File: src/rtl/riscv_pkg.sv
`default_nettype none
// +--------------------------------------------------------------------------+
// | Module : riscv_pkg                                                       |
// | Brief  : Shared register-file constants and writeback controller state.  |
// | Rev    : 1.0  initial release                                            |
// +--------------------------------------------------------------------------+
package riscv_pkg;

   localparam int          REGFILE_SIZE        = 32;
   localparam int          REG_ADDR_W          = $clog2(REGFILE_SIZE);
   localparam logic [31:0] STACK_TOP_DEFAULT   = 32'h0000_2000;
   localparam logic [31:0] STACK_BYTES_DEFAULT = 32'h0000_0400;

   typedef enum logic [0:0] {
      ST_CLEAR = 1'b0,
      ST_RUN   = 1'b1
   } wb_state_e;

endpackage
`default_nettype wire

File: src/rtl/regfile_wb_ctrl.sv
`default_nettype none
// +--------------------------------------------------------------------------+
// | Module : regfile_wb_ctrl                                                 |
// | Brief  : Register-file write port arbiter: init sweep, then pipeline WB. |
// | Rev    : 1.0  initial release                                            |
// +--------------------------------------------------------------------------+
module regfile_wb_ctrl
   import riscv_pkg::*;
#(
   parameter int          DWIDTH      = 32,
   parameter int          NUM_THREADS = 4,
   parameter int          INIT_SP     = 1,
   parameter logic [31:0] STACK_TOP   = STACK_TOP_DEFAULT,
   parameter logic [31:0] STACK_BYTES = STACK_BYTES_DEFAULT
) (
   input  logic                           clk,
   input  logic                           reset,
   input  logic                           i_wb_valid,
   input  logic [$clog2(NUM_THREADS)-1:0] i_wb_thread,
   input  logic [4:0]                     i_wb_rd,
   input  logic [DWIDTH-1:0]              i_wb_data,
   input  logic                           i_reinit,
   output logic                           o_wr_en,
   output logic [$clog2(NUM_THREADS)-1:0] o_thread_index_writeback,
   output logic [4:0]                     o_write_addr,
   output logic [DWIDTH-1:0]              o_write_data,
   output logic                           o_init_done
);

   localparam int            TW       = $clog2(NUM_THREADS);
   localparam int            CW       = $clog2(REGFILE_SIZE * NUM_THREADS);
   localparam logic [CW-1:0] CNT_LAST = CW'(REGFILE_SIZE * NUM_THREADS - 1);

   wb_state_e             state_q, state_d;
   logic [CW-1:0]         cnt_q, cnt_d;
   logic                  wr_en_q, wr_en_d;
   logic [TW-1:0]         thread_q, thread_d;
   logic [4:0]            addr_q, addr_d;
   logic [DWIDTH-1:0]     data_q, data_d;
   logic                  init_done_q, init_done_d;

   // Thread stacks grow down from STACK_TOP, one STACK_BYTES slot per thread.
   function automatic logic [DWIDTH-1:0] sp_value(input logic [TW-1:0] tid);
      return DWIDTH'(STACK_TOP) - DWIDTH'(tid) * DWIDTH'(STACK_BYTES);
   endfunction

   always_ff @(posedge clk) begin
      if (reset) begin
         state_q     <= ST_CLEAR;
         cnt_q       <= '0;
         wr_en_q     <= 1'b0;
         thread_q    <= '0;
         addr_q      <= '0;
         data_q      <= '0;
         init_done_q <= 1'b0;
      end else begin
         state_q     <= state_d;
         cnt_q       <= cnt_d;
         wr_en_q     <= wr_en_d;
         thread_q    <= thread_d;
         addr_q      <= addr_d;
         data_q      <= data_d;
         init_done_q <= init_done_d;
      end
   end

   always_comb begin
      state_d = state_q;
      cnt_d   = cnt_q;
      case (state_q)
         ST_CLEAR: begin
            cnt_d = cnt_q + CW'(1);
            if (cnt_q == CNT_LAST) begin
               state_d = ST_RUN;
            end
         end
         ST_RUN: begin
            if (i_reinit) begin
               state_d = ST_CLEAR;
               cnt_d   = '0;
            end
         end
         default: begin
            state_d = ST_CLEAR;
            cnt_d   = '0;
         end
      endcase
   end

   // Outputs are registered, so the write presented next cycle is chosen here.
   always_comb begin
      wr_en_d     = 1'b0;
      thread_d    = '0;
      addr_d      = '0;
      data_d      = '0;
      init_done_d = 1'b0;
      case (state_q)
         ST_CLEAR: begin
            wr_en_d  = 1'b1;
            thread_d = cnt_q[CW-1:REG_ADDR_W];
            addr_d   = cnt_q[REG_ADDR_W-1:0];
            if ((INIT_SP != 0) && (cnt_q[REG_ADDR_W-1:0] == REG_ADDR_W'(2))) begin
               data_d = sp_value(cnt_q[CW-1:REG_ADDR_W]);
            end
         end
         ST_RUN: begin
            if (!i_reinit) begin
               wr_en_d     = i_wb_valid && (i_wb_rd != 5'd0);
               thread_d    = i_wb_thread;
               addr_d      = i_wb_rd;
               data_d      = i_wb_data;
               init_done_d = 1'b1;
            end
         end
         default: begin
            wr_en_d = 1'b0;
         end
      endcase
   end

   assign o_wr_en                  = wr_en_q;
   assign o_thread_index_writeback = thread_q;
   assign o_write_addr             = addr_q;
   assign o_write_data             = data_q;
   assign o_init_done              = init_done_q;

endmodule
`default_nettype wire

File: config.mk
export PLATFORM = sky130hd
export DESIGN_NAME = regfile_wb_ctrl
export DESIGN_NICKNAME = d
export VERILOG_FILES = /design/src/rtl/riscv_pkg.sv /design/src/rtl/regfile_wb_ctrl.sv
export SDC_FILE = /design/constraint.sdc
export NUM_CORES = 1
export LEC_CHECK = 0
export CORE_MARGIN = 2
export CORE_UTILIZATION = 34
export DETAILED_ROUTE_END_ITERATION = 16
export GPL_ROUTABILITY_DRIVEN = 0
export PLACE_DENSITY = 0.74
export REMOVE_ABC_BUFFERS = 1
export SLEW_MARGIN = 0
export SYNTH_ARGS = -nofsm -noshare
export SYNTH_HDL_FRONTEND = slang
export SYNTH_SLANG_ARGS = --single-unit
export TNS_END_PERCENT = 50
File: constraint.sdc
create_clock -name clk -period 1.3 [get_ports clk]
set_input_delay 0.195 -clock clk [delete_from_list [all_inputs] [get_ports clk]]
set_output_delay 0.195 -clock clk [all_outputs]
set_load 0.05 [all_outputs]
==> qor.csv, run 1 <==
metric;value;unit
fin_ws;0.0300;ns
ys_types;26;
nets;297;
clk_path_buf_depth;2;
start_util;35.8;%
p_per_area;869;nW/um^2
yosysWarningCount;0;
netlist_area;1580;sq um
layout_common_cells;dfxtp_1, clkdlybuf4s50_1, buf_12;
grt_pass1_vias;1373;
groute.usage.overall;17.9;%
maxSlewViolCount;0;
pre_cts_slack;-0.251;ns
rows;24;
hold_violations;0;
syn_area_per_cell;10.8;sq um
layout-drive-gt1-share;33.7;%
areaGrowthSynthToFinish;104;%
drt-initial-drc-count;53;
core;4410;sq um
muxShareOfSynthArea;0;%
wl_per_cell;15.9;microns
grt_start_max_net_pins;44;
layout_min_cycle_time;1.27;ns
io_buffers;83;
firstDrtPassIters;4;
cts-root-buf;clkbuf_8;
critPathArrivalTime;1.50;ns
layoutNonFillerInstCount;304;
tightest_slew;0.310;ns
antenna_found_initial;0;
end_kind;flop;
cap_violations;0;
ys_seq_elements;49;
placed_area;3010;sq um
drt_drc_violations_left;0;
hp-class;input pin to flop;
final_common_cell;dfxtp_1;
synth_cells;146;
hold_ws;0.453;ns
die_area;5210;sq um
final_antenna_net_count;0;
die_w;72.2;microns
yosys.area_share.xor_xnor;0;%
cts.sinks;49;
status;finished clean;
yosys.area_share.simple;20.9;%
fin_skew;0.00360;ns
period_share;97.7;%
grt-ovfl-total;0;
cts_tree;done;
leakagePower;1.28;nW
synth_top_family_by_area;simple AND/OR/NAND/NOR gates;
vias;1432;
finalInstanceArea;3220;sq um
critPathMaxFanout;6;
synthAdderAreaFrac;2.37;%
start_kind;flop;
maxSlewHeadroom;79.1;%
cts_made_buffers;5;
ctsHoldBuffers;0;
totalWireLength;4.84;mm
clk_pin_slew_worst_paths;0.09;ns
antenna_cells;0;
path_class;flop to flop;
insertion_delay;0.30;ns
setup_violations;0;
routed_via_density;4.71;
synth-compound-area-share;11.4;%
ys_seq_area_share;62.0;%
fp.dieH;72.2;microns
dp_cells;293;
ir_drop;0.000472;V
place_hpwl;3.56;mm
htreeDepth;2;
cp_data_required_time;1.53;ns
ioPinCount;84;
grt_first_pass_wirelength;7.04;mm
fmax;0.787;GHz
-- logic make-up after synthesis --
kind of cell / Yosys count
fa+ha+maj: 3
simple gates: 56
compound gates: 27
flops: 49
buf+inv: 11
-- power by group --
group	total [mW]	internal, mW	switching (mW)
registers	1.53	1.52	0.0158
clock network	0.963	0.481	0.482
logic	0.305	0.202	0.103
total	2.80	2.20	0.601
-- synth_stat cells --
cell      number  area [sq um]
o21ai_0        8          40.0
nor2_1         5          18.8
dfxtp_1       49           981
nand2b_1       1          6.26
o211ai_1       1          7.51
a21oi_1        5          25.0
or3_1          2          12.5
nor3b_2        1          12.5
ha_1           3          37.5
inv_1          4          15.0
o311ai_0       1          8.76
or2_4          1          8.76
a22o_1         8          70.1
or4_1          3          22.5
nand3_1        3          15.0
nor4_2         1          12.5
clkbuf_1       3          11.3
buf_2          2          10.0
a31o_2         1          8.76
a211oi_1       1          7.51
clkbuf_2       1          5.00
nor2b_1        2          12.5
a31oi_1        2          12.5
nand2_1        9          33.8
buf_6          1          11.3
and2_1        28           175
-- state kept, by name (all words and copies together), names as in the netlist --
name                      cells
cnt_q                         7
o_init_done                   1
o_thread_index_writeback      2
o_wr_en                       1
o_write_addr                  5
o_write_data                 32
state_q                       1
-- critical path, cell delays in order, from the launching register on --
cell and delay [ns]:
dfxtp_1 0.38, buf_4 0.17, nand2_1 0.08, or4_4 0.48
nand3_1 0.10
-- layout make-up --
type / instances / area (sq um)
well taps: 52 / 65.1
flip-flops and latches: 49 / 986
multi-input cells: 86 / 604
fillers: 268 / 1190
clock buffers: 7 / 96.3
repair buffers: 105 / 1450
inverters: 4 / 17.5
clock inverters: 1 / 5.00
-- routing by layer --
layer,part of all wire (%),wire length [microns],up-vias,global-route usage [%]
li1,-,-,698,-
met1,42,2010,666,21.1
met2,49,2380,63,31.1
met3,8.1,393,5,5.97
met4,0.99,48,0,5.03
met5,0,0,-,0
-- worst paths after layout --
path / start / endpoint / slack (ns) / cells after the start
worst min-delay path: i_wb_data[2] / o_write_data[2] / 0.45 / 2
worst max-delay path: cnt_q[3] / cnt_q[5] / 0.03 / 4
worst min register to register: cnt_q[5] / cnt_q[5] / 0.54 / 2
worst max register to register: cnt_q[3] / cnt_q[5] / 0.03 / 4
-- timing repair --
item / in CTS / in global routing
cloned: 0 / 1
resized for setup: 5 / 12
pin swaps: 0 / 6
endpoints found under the setup margin: 1 / 8
setup buffers: 0 / 2
hold endpoints to repair: 0 / 0
-- through the flow --
stage	TNS, ns	power (mW)	util, %
after global routing	-0.0392	2.92	73.0
after global placement	-5.68	1.84	68.2
after detailed placement	-6.82	1.84	68.2
final	0	2.80	73.0
after CTS	0	2.81	71.0
after floorplan	-23.21	1.62	-
(Power assumes the default switching activity.)
==> inputs of run 2 (changes only) <==
--- a/config.mk
+++ b/config.mk
@@ -11,6 +11,7 @@
 export GPL_ROUTABILITY_DRIVEN = 0
 export PLACE_DENSITY = 0.74
 export REMOVE_ABC_BUFFERS = 1
+export SKIP_LAST_GASP = 1
 export SLEW_MARGIN = 0
 export SYNTH_ARGS = -nofsm -noshare
 export SYNTH_HDL_FRONTEND = slang
==> run 2 against run 1 <==
Net effect: via count did not move; power barely moved; final cell count did not move; highest routed layer unchanged; global-route usage did not move.
==> qor.csv, run 2 (same netlist as run 1, synthesis figures left out) <==
metric;value;unit
status;finished clean;
die_w;72.2;microns
path_class;flop to flop;
maxSlewHeadroom;79.3;%
power.share.combinational;10.9;%
nets;297;
rsz0062_at_grt;yes;
grt_pass1_vias;1373;
cap_violations;0;
p_seq_share;54.7;%
die_area;5210;sq um
routed_via_density;4.71;
start_util;35.8;%
p_int;2.20;mW
fin_skew;0.00318;ns
cp_data_required_time;1.54;ns
end_kind;flop;
layout_common_cells;dfxtp_1, clkdlybuf4s50_1, buf_12;
netSwitchingFraction;21.5;%
grt_start_max_net_pins;44;
wl_per_cell;15.9;microns
clk_pin_slew_worst_paths;0.09;ns
fmax;0.781;GHz
antenna_found_initial;0;
core;4410;sq um
tightest_slew;0.307;ns
p_sw;0.601;mW
ff2ff_path_depth;3;
place_hpwl;3.56;mm
period_share;98.5;%
ctsHoldBuffers;0;
largest_register_ff_count;32;
hp-class;input pin to flop;
cts_tree;done;
ir_drop;0.000471;V
layout-drive-gt1-share;33.3;%
layoutNonFillerInstCount;304;
layout_min_cycle_time;1.28;ns
final_common_cell;dfxtp_1;
cts_made_buffers;5;
firstDrtPassIters;4;
utilization;72.9;%
vias;1432;
totalWireLength;4.84;mm
cts-root-buf;clkbuf_8;
rows;24;
drt_drc_violations_left;0;
dp_cells;293;
hold_violations;0;
fill_cells;269;
antenna_cells;0;
cts.sinks;49;
grt-ovfl-total;0;
drt-initial-drc-count;51;
ff2ff_setup_slack;0.02;ns
pwr-share-clk;34.4;%
leakagePower;1.28;nW
grt_first_pass_wirelength;7.04;mm
critPathArrivalTime;1.52;ns
io_buffers;83;
ioPinCount;84;
holdPathStages;2;
groute.usage.overall;17.9;%
p_per_area;870;nW/um^2
clk_path_buf_depth;2;
htreeDepth;2;
critPathMaxFanout;4;
fp.dieH;72.2;microns
maxSlewViolCount;0;
final_antenna_net_count;0;
start_kind;flop;
areaGrowthSynthToFinish;103;%
setup_violations;0;
insertion_delay;0.30;ns
==> run 2: changes by cell type in the layout (fill, tap and decap cells not counted) <==
| cell | previous run | this run |
|---|---|---|
| or4_1 | 2 | 3 |
| or4_4 | 1 | 0 |
==> run 2: worst max-delay path, cell delays in order, from the launching register on <==
cell     delay [ns]
dfxtp_1        0.32
or2_4          0.27
or4_1          0.52
nand3_1        0.10
==> run 2: repair_timing <==
item | CTS | global route
buffers inserted | 0 | 2
pin swaps | 0 | 5
gates cloned | 0 | 1
endpoints found under the setup margin | 1 | 8
gates resized for setup | 5 | 11
endpoints found under the hold margin | 0 | 0
==> run 2: cell type report <==
| type | instances | area (sq um) | area share [%] |
|---|---|---|---|
| clock inverters | 1 | 5.00 | 0.156 |
| flip-flops and latches | 49 | 986 | 30.6 |
| inverters | 4 | 17.5 | 0.544 |
| multi-input cells | 86 | 601 | 18.7 |
| clock buffers | 7 | 96.3 | 2.99 |
| repair buffers | 105 | 1450 | 45.0 |
| well taps | 52 | 65.1 | 2.02 |
==> run 2: power groups by stage <==
stage | Clock [mW] | Sequential [mW] | Combinational [mW]
final | 0.963 | 1.53 | 0.305
after global routing | 1.06 | 1.53 | 0.324
after CTS | 0.987 | 1.53 | 0.287
after detailed placement | 0 | 1.56 | 0.282
after global placement | 0 | 1.56 | 0.276
after floorplan | 0 | 1.59 | 0.0322
==> run 2: per-stage QoR <==
stage / hold WS [ns] / TNS (ns) / power [mW] / instance area, sq um / worst slack (ns)
final: 0.454 / 0 / 2.80 / 3220 / 0.0193
after global routing: 0.451 / -0.0581 / 2.92 / 3220 / -0.0364
after CTS: 0.445 / 0 / 2.81 / 3130 / 0.0283
after detailed placement: 0.540 / -6.82 / 1.84 / 3010 / -0.251
after global placement: 0.532 / -5.68 / 1.84 / 3010 / -0.203
after floorplan: 0.264 / -23.21 / 1.62 / 1540 / -0.574
==> run 2: path summary, 6_finish.rpt <==
path                                        end          from
worst max-delay path                   cnt_q[5]       state_q
worst min register to register         cnt_q[5]      cnt_q[5]
worst min-delay path            o_write_data[2]  i_wb_data[2]
worst max register to register         cnt_q[5]       state_q
==> run 2: metal layers <==
metal	global-route usage, %	routed length [microns]	vias up
met5	0	0	-
met4	5.03	71	0
met3	5.97	420	7
met2	31.1	2360	64
met1	21.1	1990	663
li1	-	-	698
